[src/rtl/axi_lite_decoder_if.sv]
// AXI-lite channel bundle shared by the decoder's upstream and downstream ports.
// master drives requests, slave drives responses.
interface axi_lite_if;
   logic        awvalid;
   logic        awready;
   logic [31:0] awaddr;
   logic        wvalid;
   logic        wready;
   logic [31:0] wdata;
   logic [3:0]  wstrb;
   logic        bvalid;
   logic        bready;
   logic [1:0]  bresp;
   logic        arvalid;
   logic        arready;
   logic [31:0] araddr;
   logic        rvalid;
   logic        rready;
   logic [31:0] rdata;
   logic [1:0]  rresp;

   modport master (
      output awvalid, awaddr, wvalid, wdata, wstrb, bready,
      output arvalid, araddr, rready,
      input  awready, wready, bvalid, bresp,
      input  arready, rvalid, rdata, rresp
   );

   modport slave (
      input  awvalid, awaddr, wvalid, wdata, wstrb, bready,
      input  arvalid, araddr, rready,
      output awready, wready, bvalid, bresp,
      output arready, rvalid, rdata, rresp
   );
endinterface

[src/rtl/axi_lite_decoder.sv]
// 1:2 AXI-lite address decoder, one transaction in flight.
// Unmapped addresses are answered locally with DECERR.
module axi_lite_decoder #(
   parameter logic [31:0] S0_BASE = 32'h0000_0000,
   parameter logic [31:0] S0_MASK = 32'hFFFF_0000,
   parameter logic [31:0] S1_BASE = 32'h1000_0000,
   parameter logic [31:0] S1_MASK = 32'hFFFF_F000
) (
   input  logic       clk,
   input  logic       rst,
   axi_lite_if.slave  in,
   axi_lite_if.master s0,
   axi_lite_if.master s1
);

   typedef enum logic [3:0] {
      IDLE, RD_S0, RD_S1, RD_ERR_A, RD_ERR_R,
      WR_S0, WR_S1, WR_ERR_AW, WR_ERR_B
   } state_t;

   state_t state;
   logic   aw_done;
   logic   w_done;

   logic ar_s0, ar_s1, aw_s0, aw_s1;
   assign ar_s0 = (in.araddr & S0_MASK) == S0_BASE;
   assign ar_s1 = (in.araddr & S1_MASK) == S1_BASE;
   assign aw_s0 = (in.awaddr & S0_MASK) == S0_BASE;
   assign aw_s1 = (in.awaddr & S1_MASK) == S1_BASE;

   always_ff @(posedge clk) begin
      if (rst) begin
         state   <= IDLE;
         aw_done <= 1'b0;
         w_done  <= 1'b0;
      end else begin
         unique case (state)
            IDLE: begin
               aw_done <= 1'b0;
               w_done  <= 1'b0;
               if (in.arvalid)
                  state <= ar_s0 ? RD_S0 : ar_s1 ? RD_S1 : RD_ERR_A;
               else if (in.awvalid)
                  state <= aw_s0 ? WR_S0 : aw_s1 ? WR_S1 : WR_ERR_AW;
            end
            RD_S0, RD_S1:
               if (in.rvalid && in.rready) state <= IDLE;
            WR_S0, WR_S1:
               if (in.bvalid && in.bready) state <= IDLE;
            RD_ERR_A:
               state <= RD_ERR_R;
            RD_ERR_R:
               if (in.rready) state <= IDLE;
            WR_ERR_AW: begin
               if (in.awvalid) aw_done <= 1'b1;
               if (in.wvalid)  w_done  <= 1'b1;
               if ((aw_done || in.awvalid) && (w_done || in.wvalid))
                  state <= WR_ERR_B;
            end
            WR_ERR_B:
               if (in.bready) state <= IDLE;
            default:
               state <= IDLE;
         endcase
      end
   end

   logic rd0, rd1, wr0, wr1, rerr_a, rerr_r, werr_aw, werr_b;
   assign rd0     = state == RD_S0;
   assign rd1     = state == RD_S1;
   assign wr0     = state == WR_S0;
   assign wr1     = state == WR_S1;
   assign rerr_a  = state == RD_ERR_A;
   assign rerr_r  = state == RD_ERR_R;
   assign werr_aw = state == WR_ERR_AW;
   assign werr_b  = state == WR_ERR_B;

   // Requests to each slave are gated by the registered selection only.
   assign s0.arvalid = rd0 & in.arvalid;
   assign s0.araddr  = rd0 ? in.araddr : '0;
   assign s0.rready  = rd0 & in.rready;
   assign s0.awvalid = wr0 & in.awvalid;
   assign s0.awaddr  = wr0 ? in.awaddr : '0;
   assign s0.wvalid  = wr0 & in.wvalid;
   assign s0.wdata   = wr0 ? in.wdata : '0;
   assign s0.wstrb   = wr0 ? in.wstrb : '0;
   assign s0.bready  = wr0 & in.bready;

   assign s1.arvalid = rd1 & in.arvalid;
   assign s1.araddr  = rd1 ? in.araddr : '0;
   assign s1.rready  = rd1 & in.rready;
   assign s1.awvalid = wr1 & in.awvalid;
   assign s1.awaddr  = wr1 ? in.awaddr : '0;
   assign s1.wvalid  = wr1 & in.wvalid;
   assign s1.wdata   = wr1 ? in.wdata : '0;
   assign s1.wstrb   = wr1 ? in.wstrb : '0;
   assign s1.bready  = wr1 & in.bready;

   assign in.arready = rd0 ? s0.arready : rd1 ? s1.arready : rerr_a;
   assign in.rvalid  = rd0 ? s0.rvalid  : rd1 ? s1.rvalid  : rerr_r;
   assign in.rdata   = rd0 ? s0.rdata   : rd1 ? s1.rdata   : '0;
   assign in.rresp   = rd0 ? s0.rresp   : rd1 ? s1.rresp
                     : rerr_r ? 2'b11 : 2'b00;

   assign in.awready = wr0 ? s0.awready : wr1 ? s1.awready
                     : werr_aw & in.awvalid & ~aw_done;
   assign in.wready  = wr0 ? s0.wready : wr1 ? s1.wready
                     : werr_aw & in.wvalid & ~w_done;
   assign in.bvalid  = wr0 ? s0.bvalid : wr1 ? s1.bvalid : werr_b;
   assign in.bresp   = wr0 ? s0.bresp  : wr1 ? s1.bresp
                     : werr_b ? 2'b11 : 2'b00;

endmodule

[src/flat_wrapper.sv]
// flat-port wrapper written by rule: the top's interface ports become plain ports
module axi_lite_decoder_flat 
#(
   parameter logic [31:0] S0_BASE = 32'h0000_0000,
   parameter logic [31:0] S0_MASK = 32'hFFFF_0000,
   parameter logic [31:0] S1_BASE = 32'h1000_0000,
   parameter logic [31:0] S1_MASK = 32'hFFFF_F000
)
  (clk, rst, in_awvalid, in_awaddr, in_wvalid, in_wdata, in_wstrb, in_bready, in_arvalid, in_araddr, in_rready, in_awready, in_wready, in_bvalid, in_bresp, in_arready, in_rvalid, in_rdata, in_rresp, s0_awvalid, s0_awaddr, s0_wvalid, s0_wdata, s0_wstrb, s0_bready, s0_arvalid, s0_araddr, s0_rready, s0_awready, s0_wready, s0_bvalid, s0_bresp, s0_arready, s0_rvalid, s0_rdata, s0_rresp, s1_awvalid, s1_awaddr, s1_wvalid, s1_wdata, s1_wstrb, s1_bready, s1_arvalid, s1_araddr, s1_rready, s1_awready, s1_wready, s1_bvalid, s1_bresp, s1_arready, s1_rvalid, s1_rdata, s1_rresp);
  axi_lite_if in_i ();
  axi_lite_if s0_i ();
  axi_lite_if s1_i ();
  input  logic clk;
  input  logic rst;
  input wire logic [$bits(in_i.awvalid)-1:0] in_awvalid;
  input wire logic [$bits(in_i.awaddr)-1:0] in_awaddr;
  input wire logic [$bits(in_i.wvalid)-1:0] in_wvalid;
  input wire logic [$bits(in_i.wdata)-1:0] in_wdata;
  input wire logic [$bits(in_i.wstrb)-1:0] in_wstrb;
  input wire logic [$bits(in_i.bready)-1:0] in_bready;
  input wire logic [$bits(in_i.arvalid)-1:0] in_arvalid;
  input wire logic [$bits(in_i.araddr)-1:0] in_araddr;
  input wire logic [$bits(in_i.rready)-1:0] in_rready;
  output wire logic [$bits(in_i.awready)-1:0] in_awready;
  output wire logic [$bits(in_i.wready)-1:0] in_wready;
  output wire logic [$bits(in_i.bvalid)-1:0] in_bvalid;
  output wire logic [$bits(in_i.bresp)-1:0] in_bresp;
  output wire logic [$bits(in_i.arready)-1:0] in_arready;
  output wire logic [$bits(in_i.rvalid)-1:0] in_rvalid;
  output wire logic [$bits(in_i.rdata)-1:0] in_rdata;
  output wire logic [$bits(in_i.rresp)-1:0] in_rresp;
  output wire logic [$bits(s0_i.awvalid)-1:0] s0_awvalid;
  output wire logic [$bits(s0_i.awaddr)-1:0] s0_awaddr;
  output wire logic [$bits(s0_i.wvalid)-1:0] s0_wvalid;
  output wire logic [$bits(s0_i.wdata)-1:0] s0_wdata;
  output wire logic [$bits(s0_i.wstrb)-1:0] s0_wstrb;
  output wire logic [$bits(s0_i.bready)-1:0] s0_bready;
  output wire logic [$bits(s0_i.arvalid)-1:0] s0_arvalid;
  output wire logic [$bits(s0_i.araddr)-1:0] s0_araddr;
  output wire logic [$bits(s0_i.rready)-1:0] s0_rready;
  input wire logic [$bits(s0_i.awready)-1:0] s0_awready;
  input wire logic [$bits(s0_i.wready)-1:0] s0_wready;
  input wire logic [$bits(s0_i.bvalid)-1:0] s0_bvalid;
  input wire logic [$bits(s0_i.bresp)-1:0] s0_bresp;
  input wire logic [$bits(s0_i.arready)-1:0] s0_arready;
  input wire logic [$bits(s0_i.rvalid)-1:0] s0_rvalid;
  input wire logic [$bits(s0_i.rdata)-1:0] s0_rdata;
  input wire logic [$bits(s0_i.rresp)-1:0] s0_rresp;
  output wire logic [$bits(s1_i.awvalid)-1:0] s1_awvalid;
  output wire logic [$bits(s1_i.awaddr)-1:0] s1_awaddr;
  output wire logic [$bits(s1_i.wvalid)-1:0] s1_wvalid;
  output wire logic [$bits(s1_i.wdata)-1:0] s1_wdata;
  output wire logic [$bits(s1_i.wstrb)-1:0] s1_wstrb;
  output wire logic [$bits(s1_i.bready)-1:0] s1_bready;
  output wire logic [$bits(s1_i.arvalid)-1:0] s1_arvalid;
  output wire logic [$bits(s1_i.araddr)-1:0] s1_araddr;
  output wire logic [$bits(s1_i.rready)-1:0] s1_rready;
  input wire logic [$bits(s1_i.awready)-1:0] s1_awready;
  input wire logic [$bits(s1_i.wready)-1:0] s1_wready;
  input wire logic [$bits(s1_i.bvalid)-1:0] s1_bvalid;
  input wire logic [$bits(s1_i.bresp)-1:0] s1_bresp;
  input wire logic [$bits(s1_i.arready)-1:0] s1_arready;
  input wire logic [$bits(s1_i.rvalid)-1:0] s1_rvalid;
  input wire logic [$bits(s1_i.rdata)-1:0] s1_rdata;
  input wire logic [$bits(s1_i.rresp)-1:0] s1_rresp;
  assign in_i.awvalid = in_awvalid;
  assign in_i.awaddr = in_awaddr;
  assign in_i.wvalid = in_wvalid;
  assign in_i.wdata = in_wdata;
  assign in_i.wstrb = in_wstrb;
  assign in_i.bready = in_bready;
  assign in_i.arvalid = in_arvalid;
  assign in_i.araddr = in_araddr;
  assign in_i.rready = in_rready;
  assign in_awready = in_i.awready;
  assign in_wready = in_i.wready;
  assign in_bvalid = in_i.bvalid;
  assign in_bresp = in_i.bresp;
  assign in_arready = in_i.arready;
  assign in_rvalid = in_i.rvalid;
  assign in_rdata = in_i.rdata;
  assign in_rresp = in_i.rresp;
  assign s0_awvalid = s0_i.awvalid;
  assign s0_awaddr = s0_i.awaddr;
  assign s0_wvalid = s0_i.wvalid;
  assign s0_wdata = s0_i.wdata;
  assign s0_wstrb = s0_i.wstrb;
  assign s0_bready = s0_i.bready;
  assign s0_arvalid = s0_i.arvalid;
  assign s0_araddr = s0_i.araddr;
  assign s0_rready = s0_i.rready;
  assign s0_i.awready = s0_awready;
  assign s0_i.wready = s0_wready;
  assign s0_i.bvalid = s0_bvalid;
  assign s0_i.bresp = s0_bresp;
  assign s0_i.arready = s0_arready;
  assign s0_i.rvalid = s0_rvalid;
  assign s0_i.rdata = s0_rdata;
  assign s0_i.rresp = s0_rresp;
  assign s1_awvalid = s1_i.awvalid;
  assign s1_awaddr = s1_i.awaddr;
  assign s1_wvalid = s1_i.wvalid;
  assign s1_wdata = s1_i.wdata;
  assign s1_wstrb = s1_i.wstrb;
  assign s1_bready = s1_i.bready;
  assign s1_arvalid = s1_i.arvalid;
  assign s1_araddr = s1_i.araddr;
  assign s1_rready = s1_i.rready;
  assign s1_i.awready = s1_awready;
  assign s1_i.wready = s1_wready;
  assign s1_i.bvalid = s1_bvalid;
  assign s1_i.bresp = s1_bresp;
  assign s1_i.arready = s1_arready;
  assign s1_i.rvalid = s1_rvalid;
  assign s1_i.rdata = s1_rdata;
  assign s1_i.rresp = s1_rresp;
  axi_lite_decoder #(.S0_BASE(S0_BASE), .S0_MASK(S0_MASK), .S1_BASE(S1_BASE), .S1_MASK(S1_MASK)) u_core (.clk(clk), .rst(rst), .in(in_i), .s0(s0_i), .s1(s1_i));
endmodule
[config.mk]
export PLATFORM = sky130hd
export DESIGN_NAME = axi_lite_decoder_flat
export DESIGN_NICKNAME = d
export VERILOG_FILES = /design/src/rtl/axi_lite_decoder_if.sv /design/src/rtl/axi_lite_decoder.sv /design/src/flat_wrapper.sv
export SDC_FILE = /design/constraint.sdc
export NUM_CORES = 1
export LEC_CHECK = 0
export BUFFER_PORTS_ARGS = -buffer_cell sky130_fd_sc_hd__buf_2
export CORE_AREA = 2 2 173 175
export CTS_CLUSTER_DIAMETER = 30
export DETAILED_ROUTE_END_ITERATION = 10
export DIE_AREA = 0 0 175 177
export PLACE_DENSITY_LB_ADDON = 0.05
export SLEW_MARGIN = 20
export SYNTH_ARGS = -nofsm -noshare
export SYNTH_HDL_FRONTEND = slang
export SYNTH_SLANG_ARGS = --single-unit
[constraint.sdc]
create_clock -name clk -period 5.75 [get_ports clk]
set_input_delay 0.8625 -clock clk [delete_from_list [all_inputs] [get_ports clk]]
set_output_delay 0.8625 -clock clk [all_outputs]
set_load 0.01 [all_outputs]
# Word level (Yosys, flattened, before mapping)
# Cells that the tools add are included.
[op_classes]
n_div = 0
n_mul = 0
shifts = 0
muxes = 42
n_lt_le_gt_ge = 0
bitwise_logic = 16
eq_ne = 18
add_sub_neg = 0
reduce_logical = 14
[op_table]
columns = ["op", "count"]
rows = [
  ["2-to-1 mux 32 bit", 8],
  ["zero test 32 bit", 2],
  ["2-to-1 mux 4 bit", 11],
  ["equality test 20 x 17 -> 1 bit, second input constant", 2],
  ["one-hot mux 4 bit (7 select lines)", 1],
  ["equality test 4 x 3 -> 1 bit, second input constant", 4],
  ["AND 1 bit", 14],
  ["2-to-1 mux 1 bit", 14],
  ["2-to-1 mux 2 bit", 6],
  ["!= test 2 bit, second input constant", 5],
  ["equality test 4 x 2 -> 1 bit, second input constant", 2],
  ["AND reduction 6 bit", 1],
  ["equality test 4 x 1 -> 1 bit, second input constant", 1],
  ["equality test 4 bit, second input constant", 1],
  ["zero test 4 bit", 1],
  ["!= test 2 x 1 -> 1 bit, second input constant", 2],
  ["one-hot mux 1 bit (2 select lines)", 2],
  ["AND reduction 2 bit", 2],
  ["OR reduction 2 bit", 2],
  ["logical AND 1 bit", 3],
  ["!= test 3 bit, second input constant", 1],
  ["logical OR 1 bit", 2],
  ["NOT 1 bit", 2],
  ["nonzero test 2 bit", 1],
]
[totals]
out_inout_bits = 251
latchBits = 0
mem_bits_ro = 0
n_memories = 0
ram_bits = 0
reg_bits = 6

# Logic depth before layout (Yosys ltp)
[depth]
depth_word = 6
mapped_depth = 7

# Least setup slack after synthesis
# No wires, ideal clock.
[synth_path]
path_type = "reg-to-output"
startpoint = "reg u_core.state[3]"
endpoint = "out in_rdata[11]"
arrival_ns = 1.621
path_slack_ns = 3.266
required_ns = 4.888
path_stages_with_launch = 7
n_path_buf = 3
path_cell_list = "dfxtp_1 > buf_2 > nor2_1 > and2_1 > clkbuf_1 > clkbuf_1 > a22o_1"
[synth_via]
elab_chain_cells = 3
[synth_rtl]
columns = ["item", "line", "text"]
rows = [
  ["start: declaration", "axi_lite_decoder.sv:21", "state_t state;"],
  ["start signal: assignment", "axi_lite_decoder.sv:42", "state <= ar_s0 ? RD_S0 : ar_s1 ? RD_S1 : RD_ERR_A;"],
  ["start signal: assignment", "axi_lite_decoder.sv:44", "state <= aw_s0 ? WR_S0 : aw_s1 ? WR_S1 : WR_ERR_AW;"],
  ["equality test 4 x 2 -> 1 bit", "axi_lite_decoder.sv:70", "assign rd1 = state == RD_S1;"],
  ["2-to-1 mux 32 bit", "axi_lite_decoder.sv:101", "assign in.rdata = rd0 ? s0.rdata : rd1 ? s1.rdata : '0;"],
  ["2-to-1 mux 32 bit (*)", "axi_lite_decoder.sv:101", ""],
  ["end: declaration", "flat_wrapper.sv:30", "output wire logic [$bits(in_i.rdata)-1:0] in_rdata;"],
]
# Every way passes the cells marked *; elsewhere a longest branch is shown, timed or not.

# Worst setup path after layout
[layout_path]
startpoint = "reg u_core.state[0]"
endpoint = "out s1_awaddr[30]"
[layout_via]
elab_chain_cells = 2
[layout_rtl]
columns = ["item", "line", "text"]
rows = [
  ["equality test 4 x 3 -> 1 bit", "axi_lite_decoder.sv:72", "assign wr1 = state == WR_S1;"],
  ["2-to-1 mux 32 bit", "axi_lite_decoder.sv:93", "assign s1.awaddr = wr1 ? in.awaddr : '0;"],
  ["end: declaration", "flat_wrapper.sv:50", "output wire logic [$bits(s1_i.awaddr)-1:0] s1_awaddr;"],
]
# No other way between the ends.

==> flow_summary.ini <==
[outcome]
status = finished, final reports clean

[die]
die_h_um = 177
design.die.area_sq_um = 31000
initial_core_util_pct = 8.53
die_w_um = 175
placementRows = 63
coreArea_sq_um = 29200
io_pins = 440

[yosys]
synth_edf_count = 0
postSynthCellCount = 392
yosysSeqAreaShare_pct = 4.81
ys.warnings.count = 0
synthesis.area_per_instance_sq_um = 6.36
synth_nets = 581
ys_types = 43
netlist_area_sq_um = 2490
async_flop_share_pct = 0
ys_seq_elements = 6
synth_ff_type = dfxtp_1

[finish]
final_cells = 1195
layout_common_cells = 439 x buf_2, 176 x and2_1, 34 x and3_1
stdcell_area_sq_um = 5180
regArea_sq_um = 120
utilization_pct = 17.7
final_common_cell = buf_2
layout-drive-gt1-share_pct = 57.4
nets = 993
nFillCells = 3438
area_growth_pct = 108
multiInputGateArea_sq_um = 2220

[clocking]
cts-resized-gates = 0
clkTransAtPathRegs_ns = 0.03
ctsHtreeMaxLevel = 1
holdBufCountCts = 0
cts.path.max_buffers = 2
cts_setup_buffers = 0
cts_tree = done
cts-root-buf = clkbuf_16
cts_made_buffers = 3
clk_latency_ns = 0.23
tritoncts_num_sinks = 6

[pwr]
power.share.sequential_pct = 5.9
ir_drop_v = 0.0000761
power.density_nw_per_um2 = 213
p_comb_share_pct = 84.0
clockPowerShare_pct = 10.2
cellLeakagePower_uw = 0.00327
switching_power_uw = 578
switching_share_pct = 52.3
p_int_uw = 527

[grt]
track_usage_pct = 11.4
grt_pass1_vias = 4283
antenna_found_initial = 2
grt_pass1_wl_mm = 27.3
grt_overflow_total = 0
grt_start_max_net_pins = 75

[worst_setup_path]
crit_slowest_cell = nor2_4
critPathCaptureType = primary output
crit_arrival_ns = 2.51
rr_startpoint = u_core.state[0]
critPathRequiredTime_ns = 4.89
path_class = flip-flop to primary output
r2r_slack_ns = 3.71
reg2reg_to = u_core.state[2]
max_stage_delay_ns = 0.62
worstRegToRegCells = 5
crit_path_cell_trace = or2b_1, nor2_4, buf_4, and2_1, buf_2
startpoint_type = flip-flop
cp_max_fo = 39

[placed_design]
placed_area_sq_um = 5100
io_buffers = 439
hpwl_mm = 16.3
dp.cells = 1189
place.gp.congestion = 0.770

[routing]
dr.pass1.iters = 4
wl_per_cell_um = 16.2
vias = 4272
drc_errors = 0
drt_iter0_drc = 155
drt_wl_total_mm = 19.4
ant_nets = 0
vias_per_cell = 3.57

[timing]
maxSlewViolCount = 0
fin_tns_setup_ns = 0
worst_pin_slew_ns = 0.774
fin_skew_ns = 0.00187
finalSetupViolCount = 0
final_hold_viol_count = 0
period_needed_ns = 3.37
fmaxAchievable_ghz = 0.297
fin_crit_sh_pct = 58.6
rsz0062_at_grt = false
maxSlewHeadroom_pct = 48.3

[min_path]
holdPathStages = 2
hold_start = u_core.aw_done
holdPathEnd = u_core.aw_done
hp-class = flip-flop to flip-flop

[flow_run]
cap_violations = 0
==> metal layers <==
layer  GRT usage (%)  up-vias  share of wire (%)
li1                -     2161                  -
met1            12.5     1896                 38
met2            23.0      211                 54
met3            2.66        4                7.3
met4           0.799        0               0.23
met5               0        -                  0
==> through the flow <==
step                power (uW)  setup WS, ns  hold WS [ns]
floorplan                  590          3.27         0.436
global placement          1040          2.44         0.488
detailed placement        1020          2.52         0.487
CTS                       1140          2.26         0.491
global route              1210          2.10         0.512
finish                    1100          2.38         0.481
==> logic make-up (layout without fill, tap and decap cells) <==
group | count (synthesis) | count (layout) | share of synthesized area, %
compound gates | 64 | 64 | 19.8
flops | 6 | 6 | 4.81
buf+inv | 43 | 453 | 7.17
mux | 2 | 2 | 0.802
simple gates | 277 | 277 | 67.4
other cells | 0 | 3 | 0
==> critical path, delay by kind of cell, from the launching register on <==
kind	cells	cell delay, ns
and+or+nand+nor	3	1.20
buffers and inverters	2	0.53
DFF	1	0.51
==> flip-flops by register name (all words and copies together), names as in the netlist <==
signal,count
u_core.aw_done,1
u_core.state,4
u_core.w_done,1
==> power by group through the flow <==
stage | Sequential (uW) | Clock, uW | Combinational (uW)
floorplan | 53.8 | 0 | 536
global route | 67.4 | 118 | 1020
finish | 65.0 | 112 | 928
global placement | 65.6 | 0 | 973
detailed placement | 65.3 | 0 | 951
CTS | 64.7 | 117 | 955
==> synthesized netlist by cell type (all sizes together), types with 3 or more instances <==
| master | n | area share (%) |
|---|---|---|
| and2 | 177 | 44 |
| nand2 | 18 | 2.7 |
| and3 | 34 | 8.5 |
| dfxtp | 6 | 4.8 |
| o21ai | 5 | 1.0 |
| nor2 | 10 | 1.5 |
| clkbuf | 30 | 4.5 |
| a31oi | 3 | 0.75 |
| nor3 | 5 | 1.0 |
| nor4 | 10 | 2.5 |
| buf | 11 | 2.4 |
| nand2b | 5 | 1.3 |
| a22o | 32 | 11 |
| nor2b | 3 | 0.75 |
| a21oi | 13 | 2.8 |
==> worst max path at each step <==
stage               cells after the start       startpoint  slack, ns             to
finish                                  5  u_core.state[0]       2.38  s1_awaddr[30]
global route                            5  u_core.state[0]       2.10  s1_awaddr[30]
CTS                                     5  u_core.state[0]       2.26  s1_awaddr[30]
detailed placement                      5  u_core.state[0]       2.52  s1_awaddr[30]
global placement                        4  u_core.state[0]       2.44    in_rdata[6]
floorplan                               6  u_core.state[3]       3.27   in_rdata[11]
==> final cells by class <==
| cell class | count | share of cell area [%] |
|---|---|---|
| Timing Repair Buffer | 448 | 43.7 |
| Multi-Input combinational cell | 343 | 42.8 |
| Tap cell | 390 | 9.42 |
| Sequential cell | 6 | 2.32 |
| Clock buffer | 3 | 1.45 |
| Inverter | 2 | 0.145 |
| Antenna cell | 3 | 0.145 |
Power figures use the tool's default switching activity.
